File: config.mk
export PLATFORM = sky130hd
export DESIGN_NAME = cpu_control_fsm
export DESIGN_NICKNAME = d
export VERILOG_FILES = /design/src/rtl/cpu_control_fsm.sv
export SDC_FILE = /design/constraint.sdc
export NUM_CORES = 1
export LEC_CHECK = 0
export BUFFER_PORTS_ARGS = -buffer_cell sky130_fd_sc_hd__buf_2
export CAP_MARGIN = 40
export CORE_MARGIN = 2
export CORE_UTILIZATION = 40
export CTS_CLUSTER_DIAMETER = 40
export DETAILED_ROUTE_END_ITERATION = 6
export PLACE_DENSITY = 0.74
export SLEW_MARGIN = 10
export SYNTH_ARGS = -nofsm -noshare
export SYNTH_HDL_FRONTEND = slang
export SYNTH_SLANG_ARGS = --single-unit
File: constraint.sdc
create_clock -name clk -period 1.85 [get_ports clk]
set_clock_uncertainty 0.05 [all_clocks]
set_input_delay 0.37 -clock clk [delete_from_list [all_inputs] [get_ports clk]]
set_output_delay 0.37 -clock clk [all_outputs]
set_load 0.005 [all_outputs]
File: src/rtl/cpu_control_fsm.sv
// cpu_control_fsm
//   Multi-cycle control unit for the 16-bit CPU datapath. It sequences
//   FETCH -> DECODE -> EXEC (-> LOAD_WB) and drives the select/enable lines of
//   the register bank, operand muxes, immediate path, flag register, PC and
//   memory port. The instruction register lives here.
//
// Build option:
//   CTRL_HALT_EN - when defined, instruction 16'h0000 stops the core in HALT
//                  until reset. When undefined, 16'h0000 is a NOP and HALT is
//                  unreachable (halted tied to 0).
//
// Ports:
//   clk, reset       clock; synchronous active-high reset
//   mem_data         memory port A read data (valid one cycle after address)
//   flags            {N,Z,F,L,C} from the flag register
//   ir               instruction register (ALU opcode)
//   mux_a_sel        Rdest field ir[11:8]
//   mux_b_sel        Rsrc/Raddr/Rtarget field ir[3:0]
//   imm              ir[7:0] sign-extended to DATA_W
//   imm_sel          ALU operand B from imm
//   reg_en           one-hot register write enable
//   wb_sel           register write source: 0 ALU, 1 mem_data
//   flag_en          capture ALU flags
//   pc_en/pc_sel     PC update; 0 = PC+1, 1 = PC+imm
//   pc_ld            load PC from mux B value (overrides pc_sel)
//   addr_sel         memory address: 0 PC, 1 mux B value
//   mem_w_en         write mux A value to memory at mux B address
//   halted           core stopped
//   state            current FSM state (debug)
module cpu_control_fsm #(
    parameter int DATA_W  = 16,
    parameter int REG_CNT = 16,
    localparam int SEL_W  = $clog2(REG_CNT)
) (
    input  logic               clk,
    input  logic               reset,
    input  logic [DATA_W-1:0]  mem_data,
    input  logic [4:0]         flags,
    output logic [15:0]        ir,
    output logic [SEL_W-1:0]   mux_a_sel,
    output logic [SEL_W-1:0]   mux_b_sel,
    output logic [DATA_W-1:0]  imm,
    output logic               imm_sel,
    output logic [REG_CNT-1:0] reg_en,
    output logic               wb_sel,
    output logic               flag_en,
    output logic               pc_en,
    output logic               pc_sel,
    output logic               pc_ld,
    output logic               addr_sel,
    output logic               mem_w_en,
    output logic               halted,
    output logic [2:0]         state
);

    typedef enum logic [2:0] {
        FETCH   = 3'd0,
        DECODE  = 3'd1,
        EXEC    = 3'd2,
        LOAD_WB = 3'd3,
        HALT    = 3'd4
    } state_t;

    typedef struct packed {
        logic [REG_CNT-1:0] reg_en;
        logic               imm_sel;
        logic               wb_sel;
        logic               flag_en;
        logic               pc_en;
        logic               pc_sel;
        logic               pc_ld;
        logic               addr_sel;
        logic               mem_w_en;
    } ctrl_t;

    state_t             state_q, state_d;
    logic [15:0]        ir_q;
    ctrl_t              ctl;

    logic [3:0]         opcode, ext;
    logic [SEL_W-1:0]   rdest, rsrc;
    logic [REG_CNT-1:0] dest_onehot;
    logic               cond_true;
    logic               is_zero_instr;
    logic               is_load;

    // flags = {N,Z,F,L,C}
    function automatic logic cond_met(input logic [3:0] cc, input logic [4:0] f);
        logic n, z, fl, l, c;
        {n, z, fl, l, c} = f;
        case (cc)
            4'h0: cond_met = z;
            4'h1: cond_met = !z;
            4'h2: cond_met = c;
            4'h3: cond_met = !c;
            4'h4: cond_met = l;
            4'h5: cond_met = !l;
            4'h6: cond_met = n;
            4'h7: cond_met = !n;
            4'h8: cond_met = fl;
            4'h9: cond_met = !fl;
            4'hA: cond_met = !l && !z;
            4'hB: cond_met = l || z;
            4'hC: cond_met = !n && !z;
            4'hD: cond_met = n || z;
            4'hE: cond_met = 1'b1;
            default: cond_met = 1'b0;
        endcase
    endfunction

    assign opcode        = ir_q[15:12];
    assign ext           = ir_q[7:4];
    // Narrow register files simply drop the upper field bits (aliasing).
    assign rdest         = ir_q[8 +: SEL_W];
    assign rsrc          = ir_q[0 +: SEL_W];
    assign cond_true     = cond_met(ir_q[11:8], flags);
    assign is_zero_instr = (ir_q == 16'h0000);
    assign is_load       = (opcode == 4'b0100) && (ext == 4'b0000);

    always_comb begin
        dest_onehot        = '0;
        dest_onehot[rdest] = 1'b1;
    end

    // State register; ir captures the fetched word as DECODE completes.
    always_ff @(posedge clk) begin
        if (reset) begin
            state_q <= FETCH;
            ir_q    <= '0;
        end else begin
            state_q <= state_d;
            if (state_q == DECODE)
                ir_q <= mem_data[15:0];
        end
    end

    // Next state
    always_comb begin
        state_d = FETCH;
        case (state_q)
            FETCH:   state_d = DECODE;
            DECODE:  state_d = EXEC;
            EXEC: begin
`ifdef CTRL_HALT_EN
                if (is_zero_instr)
                    state_d = HALT;
                else
`endif
                if (is_load)
                    state_d = LOAD_WB;
                else
                    state_d = FETCH;
            end
            LOAD_WB: state_d = FETCH;
`ifdef CTRL_HALT_EN
            HALT:    state_d = HALT;
`endif
            default: state_d = FETCH;
        endcase
    end

    // Control outputs, decoded from state, ir and flags
    always_comb begin
        ctl = '0;
        case (state_q)
            EXEC: begin
                if (is_zero_instr) begin
`ifndef CTRL_HALT_EN
                    ctl.pc_en = 1'b1;
`endif
                end else begin
                    case (opcode)
                        4'b0000: begin
                            // CMP only updates flags
                            ctl.reg_en  = (ext == 4'b1011) ? '0 : dest_onehot;
                            ctl.flag_en = 1'b1;
                            ctl.pc_en   = 1'b1;
                        end
                        4'b0100: begin
                            case (ext)
                                4'b0000: ctl.addr_sel = 1'b1;   // LOAD, PC advances in LOAD_WB
                                4'b0100: begin
                                    ctl.addr_sel = 1'b1;
                                    ctl.mem_w_en = 1'b1;
                                    ctl.pc_en    = 1'b1;
                                end
                                4'b1100: begin
                                    ctl.pc_ld = cond_true;
                                    ctl.pc_en = 1'b1;
                                end
                                default: ctl.pc_en = 1'b1;
                            endcase
                        end
                        4'b1100: begin
                            ctl.pc_sel = cond_true;
                            ctl.pc_en  = 1'b1;
                        end
                        default: begin
                            // CMPI only updates flags
                            ctl.imm_sel = 1'b1;
                            ctl.reg_en  = (opcode == 4'b1011) ? '0 : dest_onehot;
                            ctl.flag_en = 1'b1;
                            ctl.pc_en   = 1'b1;
                        end
                    endcase
                end
            end
            LOAD_WB: begin
                ctl.wb_sel = 1'b1;
                ctl.reg_en = dest_onehot;
                ctl.pc_en  = 1'b1;
            end
            default: ctl = '0;
        endcase
    end

    // Every output reads as zero while reset is held, which also kills any
    // write or PC update that was in flight.
    assign ir        = reset ? '0 : ir_q;
    assign mux_a_sel = reset ? '0 : rdest;
    assign mux_b_sel = reset ? '0 : rsrc;
    assign imm       = reset ? '0 : {{(DATA_W-8){ir_q[7]}}, ir_q[7:0]};
    assign imm_sel   = !reset && ctl.imm_sel;
    assign reg_en    = reset ? '0 : ctl.reg_en;
    assign wb_sel    = !reset && ctl.wb_sel;
    assign flag_en   = !reset && ctl.flag_en;
    assign pc_en     = !reset && ctl.pc_en;
    assign pc_sel    = !reset && ctl.pc_sel;
    assign pc_ld     = !reset && ctl.pc_ld;
    assign addr_sel  = !reset && ctl.addr_sel;
    assign mem_w_en  = !reset && ctl.mem_w_en;
    assign state     = reset ? 3'd0 : state_q;
`ifdef CTRL_HALT_EN
    assign halted    = !reset && (state_q == HALT);
`else
    assign halted    = 1'b0;
`endif

endmodule

**Word level (Yosys, flattened, before mapping)**

Cells that the tools add are included.

- Flip-flop bits (word level): 19
- Output and inout bits: 68
- ROM bits: 0
- Memory bits (writable): 0
- Memories: 0
- Bits in latches: 0
- Word-level logic and storage cells: 88

- Multiplexer cells: 33
- Bitwise operators: 0
- Div/mod/pow operators: 0
- Order comparisons: 2
- Add/subtract/negate cells: 0
- $mul: 0
- Reductions and logical operators: 28
- Eq/ne operators: 23
- Shift-type cells: 0

Operator list:

| operator | count |
|---|---|
| two-way mux 16 bit | 5 |
| one-hot mux 16 bit (2 select lines) | 2 |
| == test 4 bit (second input constant) | 11 |
| == test 4 x 3 -> 1 bit (second input constant) | 6 |
| two-way mux 17 bit | 1 |
| zero test 16 bit | 1 |
| two-way mux 4 bit | 4 |
| one-hot mux 1 bit (15 select lines) | 1 |
| two-way mux 1 bit | 14 |
| logical AND 1 bit | 12 |
| zero test 4 bit | 3 |
| == test 4 x 2 -> 1 bit (second input constant) | 2 |
| == test 3 x 2 -> 1 bit (second input constant) | 2 |
| zero test 1 bit | 6 |
| two-way mux 3 bit | 2 |
| one-hot mux 2 bit (3 select lines) | 1 |
| < comparator 4 x 5 -> 1 bit (second input constant) | 1 |
| demux 1 bit (select 4 bit) | 1 |
| == test 4 x 1 -> 1 bit (second input constant) | 1 |
| >= comparator 4 x 1 -> 1 bit (second input constant) | 1 |
| OR reduction 2 bit | 2 |
| == test 3 x 1 -> 1 bit (second input constant) | 1 |
| zero test 3 bit | 1 |
| OR reduction 3 bit | 1 |
| 3 further kinds | 4 |

**Depth between registers and ports, before layout**

- Depth after elaboration: 9
- Depth in mapped cells: 6
- Mapped depth without buffers: 4

**Worst setup path before layout**

No wires, ideal clock.

- Path kind: register to output
- Start: register ir_q[10]
- End: output pc_sel
- Slack: 0.009 ns
- Cell stages (with the launch flop): 6
- Buffers on the path: 1
- Arrival: 1.421 ns
- Path through: dfxtp_1 -> buf_4 -> or3b_1 -> a2111oi_2 -> nor3_1 -> a211oi_2

- Cells in the longest elaborated chain, start to end: 6
- Elaborated cells between the ends (all ways): 21

Ends and longest elaborated chain:

| element | RTL line | text |
|---|---|---|
| from (decl) | 77 | `logic [15:0] ir_q;` |
| from (signal assigned) | 133 | `ir_q <= mem_data[15:0];` |
| == test 4 bit, or another cell as far along | 91 | `case (cc)` |
| one-hot mux 1 bit (15 select lines) | 91 |  |
| two-way mux 1 bit | 172 | `case (opcode)` |
| two-way mux 4 bit * | 167 | `if (is_zero_instr) begin` |
| two-way mux 4 bit * | 165 | `case (state_q)` |
| logical AND 1 bit * | 228 | `assign pc_sel = !reset && ctl.pc_sel;` |
| to (decl) | 48 | `output logic pc_sel,` |

Every way passes the cells marked *; elsewhere a longest branch is shown, timed or not.

**Worst setup path after layout**

- Start: register ir_q[8]
- End: output pc_sel

Same word-level chain as after synthesis.

==> metrics.md <==
| Metric | Value |
|---|---|
| Async SR Flop Fraction | `0` |
| Die Ht | `between 60 and 70 µm` |
| Slowest cell on crit path | `dfxtp_2` |
| Final setup vio count | `22` |
| Element type at the critical path end | `output port` |
| Detail Route Antenna Nets | `0` |
| Non-Filler Instances | `377` |
| Synth area leaders | `dfxtp_1 (23%), buf_4 (13%), nand2_1 (10%)` |
| Top-area cell type share of the netlist area | `0.228` |
| IO Port Bufs | `88` |
| Total Wirelength | `5440 µm` |
| Final hold violation count | `0` |
| Post-synthesis cell type count | `47` |
| Crit Reg-Reg Endpoint | `state_q[1]` |
| Crit-path cells | `buf_8 -> xnor2_1 -> o31ai_1 -> a221oi_2 -> buf_4 -> a211oi_2 -> buf_2` |
| Post-Layout Inst Area | `between 2000 and 3000 µm²` |
| # rows | `22` |
| Max-cap violations | `0` |
| Fin crit share | `1.26` |
| Fill cells | `between 200 and 300` |
| Hold buffers post-CTS | `0` |
| Core area | `3720 µm²` |
| Slew Viols, Final | `0` |
| FF-to-FF path depth | `8` |
| Total congestion overflow | `0` |
| Starting density of the core | `0.425` |
| Adder-cell share of the synthesized area | `0` |
| Total Nets Final | `between 300 and 400` |
| Drt wl/cell | `around 14 µm` |
| Full die area | `4460 µm²` |
| Vias | `~1900` |
| Min setup slack post-route | `-0.479 ns` |
| Drc violations | `0` |
| Synth Area in XOR/XNOR | `0.0167` |
| DP Area | `2150 µm²` |
| Root Buffer | `clkbuf_8` |
| Post-route setup TNS | `-9.12 ns` |
| Htree depth | `1` |
| TritonCTS clock tree | `yes` |
| Min Hold Slack | `~0.29 ns` |
| Post-Syn Instances | `approximately 220` |
| Yosys top cell by area | `dfxtp_1` |
| # clock sinks | `18` |
| Sequential area share after synthesis | `0.228` |
| Syn_area_per_cell | `around 7.3 µm²` |
| Placed cell count | `356` |
| First-pass iteration count of the detailed router | `4` |
| WP data arrival | `approximately 1.9 ns` |
| Number of flops mapped to enable cells by yosys | `0` |
| Ports | `91` |
| Mapped Area | `~1600 µm²` |
| Number of global-route vias before repair | `roughly 1700` |
| P per Cell Area | `slightly above 500 nW/µm²` |
| Area growth syn-to-layout | `62.3%` |
| Clock buffer count from CTS | `3` |
| Clk buf depth | `2` |
| Compound-Gate Fraction of Synth Area | `0.163` |
| YS warnings | `0` |
| Routability cong. | `around 0.95` |
| Flop2flop setup slack | `about 0.05 ns` |
| Global-route wire length before repair | `a little over 8000 µm` |
| Final Util | `0.689` |
| Die span in x | `66.8 µm` |
| Synth Register Bits | `18` |
| Largest family of logic cells by synthesized area | `simple AND/OR/NAND/NOR gates` |
| Delay-heaviest family, CP | `compound AO/OA/AOI/OAI gates` |
| ANT cells | `0` |
| R2r startpoint | `ir_q[14]` |
| Initial drt markers | `126` |
| RSZ-0062 raised after global routing | `yes` |
| Synth Flop Type | `dfxtp_1` |
| Post-synthesis mux area share | `0.00634` |
| Worst Path Class, Setup | `flop to output port` |
| Clock slew at reported path FFs | `~0.080 ns` |
| Leak Pwr | `around 1.2 nW` |
| Commonest cells in the netlist | `nand2_1 (43), buf_4 (27), nor2b_1 (22)` |
| Tmin final | `2.33 ns` |
| Crit path required time | `1.43 ns` |
| Hold path cells | `3` |
| Buf/Inv on CP | `3` |
| Startpoint types | `flop` |
| Critical path peak fanout | `16` |
| DR vias/cell | `5.08` |
| Slowest Stage Delay on Critical Path | `just under 0.4 ns` |
| Outcome | `finished with violations` |
| Maximum vdd ir drop | `0.547 mV` |
| Detail Placement HPWL | `around 3400 µm` |
| Hold Crit Class | `input port to flop` |
| FMAX | `around 430 MHz` |
| Worst-skew pair later-pin latency | `between 0.2 and 0.3 ns` |
| Hold Startpoint | `mem_data[13]` |
| Share of layout cells above drive strength 1 | `0.581` |
| Total global-route track usage | `0.230` |
| Initial antenna violation count | `0` |
| Largest net degree at the start of global routing | `29` |
| Failing checks | `negative setup slack` |
| Count leader, synth | `nand2_1` |
| Synth Area in Simple Gates | `0.412` |
| WHS Endpoint | `ir_q[13]` |
worst reg2reg max path: stages, from the launching register on:
cell	delay (ns)
dfxtp_2	0.35
buf_6	0.10
nor3b_4	0.29
buf_4	0.18
buf_6	0.10
nand2_1	0.06
buf_6	0.14
or3_4	0.32
a21oi_2	0.14
report_power, final:
group / internal, mW / switching (mW) / leakage, nW
registers: 0.416 / 0.0310 / 0.152
clock network: 0.189 / 0.140 / 0.0288
logic: 0.284 / 0.266 / 1.05
final cells by class:
class | instances | area, µm² | share of cell area
Inverter | 1 | 3.75 | 0.00147
Multi-Input combinational cell | 157 | 1110 | 0.433
Sequential cell | 18 | 380 | 0.149
Tap cell | 48 | 60.1 | 0.0235
Clock buffer | 4 | 55.1 | 0.0215
Timing Repair Buffer | 149 | 952 | 0.372
cell usage in the layout, fill, tap and decap left out, types with 2 or more instances in the layout:
cell type / count
nand3_1: 2
or3b_4: 2
buf_6: 9
dfxtp_1: 10
dfxtp_4: 4
nor2b_1: 20
nand4b_1: 2
nor3b_2: 2
nand2b_1: 3
and2_1: 2
nor4_2: 2
clkbuf_8: 4
dfxtp_2: 4
buf_2: 88
nor3b_1: 4
nand2_1: 43
nor4_1: 2
xor2_1: 2
o31ai_1: 2
nor2_1: 12
a21oi_1: 17
nor3_2: 3
buf_4: 50
o41ai_4: 2
nand4_1: 3
nor2_2: 2
a31oi_4: 2
conb_1: 2
worst max-delay path by stage:
stage / startpoint / to / slack, ns / cells past startpoint
4_1_cts: ir_q[14] / reg_en[3] / -0.41 / 8
3_5_place_dp: flags[4] / pc_sel / -0.24 / 6
3_3_place_gp: ir_q[14] / reg_en[9] / -0.26 / 6
2_1_floorplan: ir_q[10] / pc_sel / 0.009 / 5
6_report: ir_q[8] / pc_sel / -0.48 / 7
5_1_grt: ir_q[14] / pc_en / -0.57 / 8
kinds of logic after synthesis:
group,Yosys count
AO/OA/AOI/OAI,32
XOR/XNOR,3
buffers and inverters,42
flip-flops,18
multiplexers,1
other,1
AND/OR/NAND/NOR,118
sequential cells by signal, summed over array words and instances (netlist names):
register and count:
state_q 2, ir_q 16
metal layers:
metal / vias up / share of wire / GRT usage
met3: 18 / 0.052 / 0.0186
li1: 937 / - / -
met2: 85 / 0.51 / 0.426
met5: - / 0 / 0
met1: 876 / 0.41 / 0.287
met4: 0 / 0.030 / 0.0536
stage by stage:
stage	total power, mW	setup WS (ns)
5_1_grt	1.40	-0.569
3_3_place_gp	0.859	-0.261
6_report	1.33	-0.479
4_1_cts	1.27	-0.409
3_5_place_dp	0.864	-0.239
2_1_floorplan	0.695	0.00876
timing repair:
item | 4_1_cts | 5_1_grt
gates cloned | 1 | 0
endpoints found under the setup margin | 22 | 36
setup buffers | 11 | 9
pin swaps | 12 | 7
gates resized for setup | 31 | 20
(Power assumes the default switching activity.)
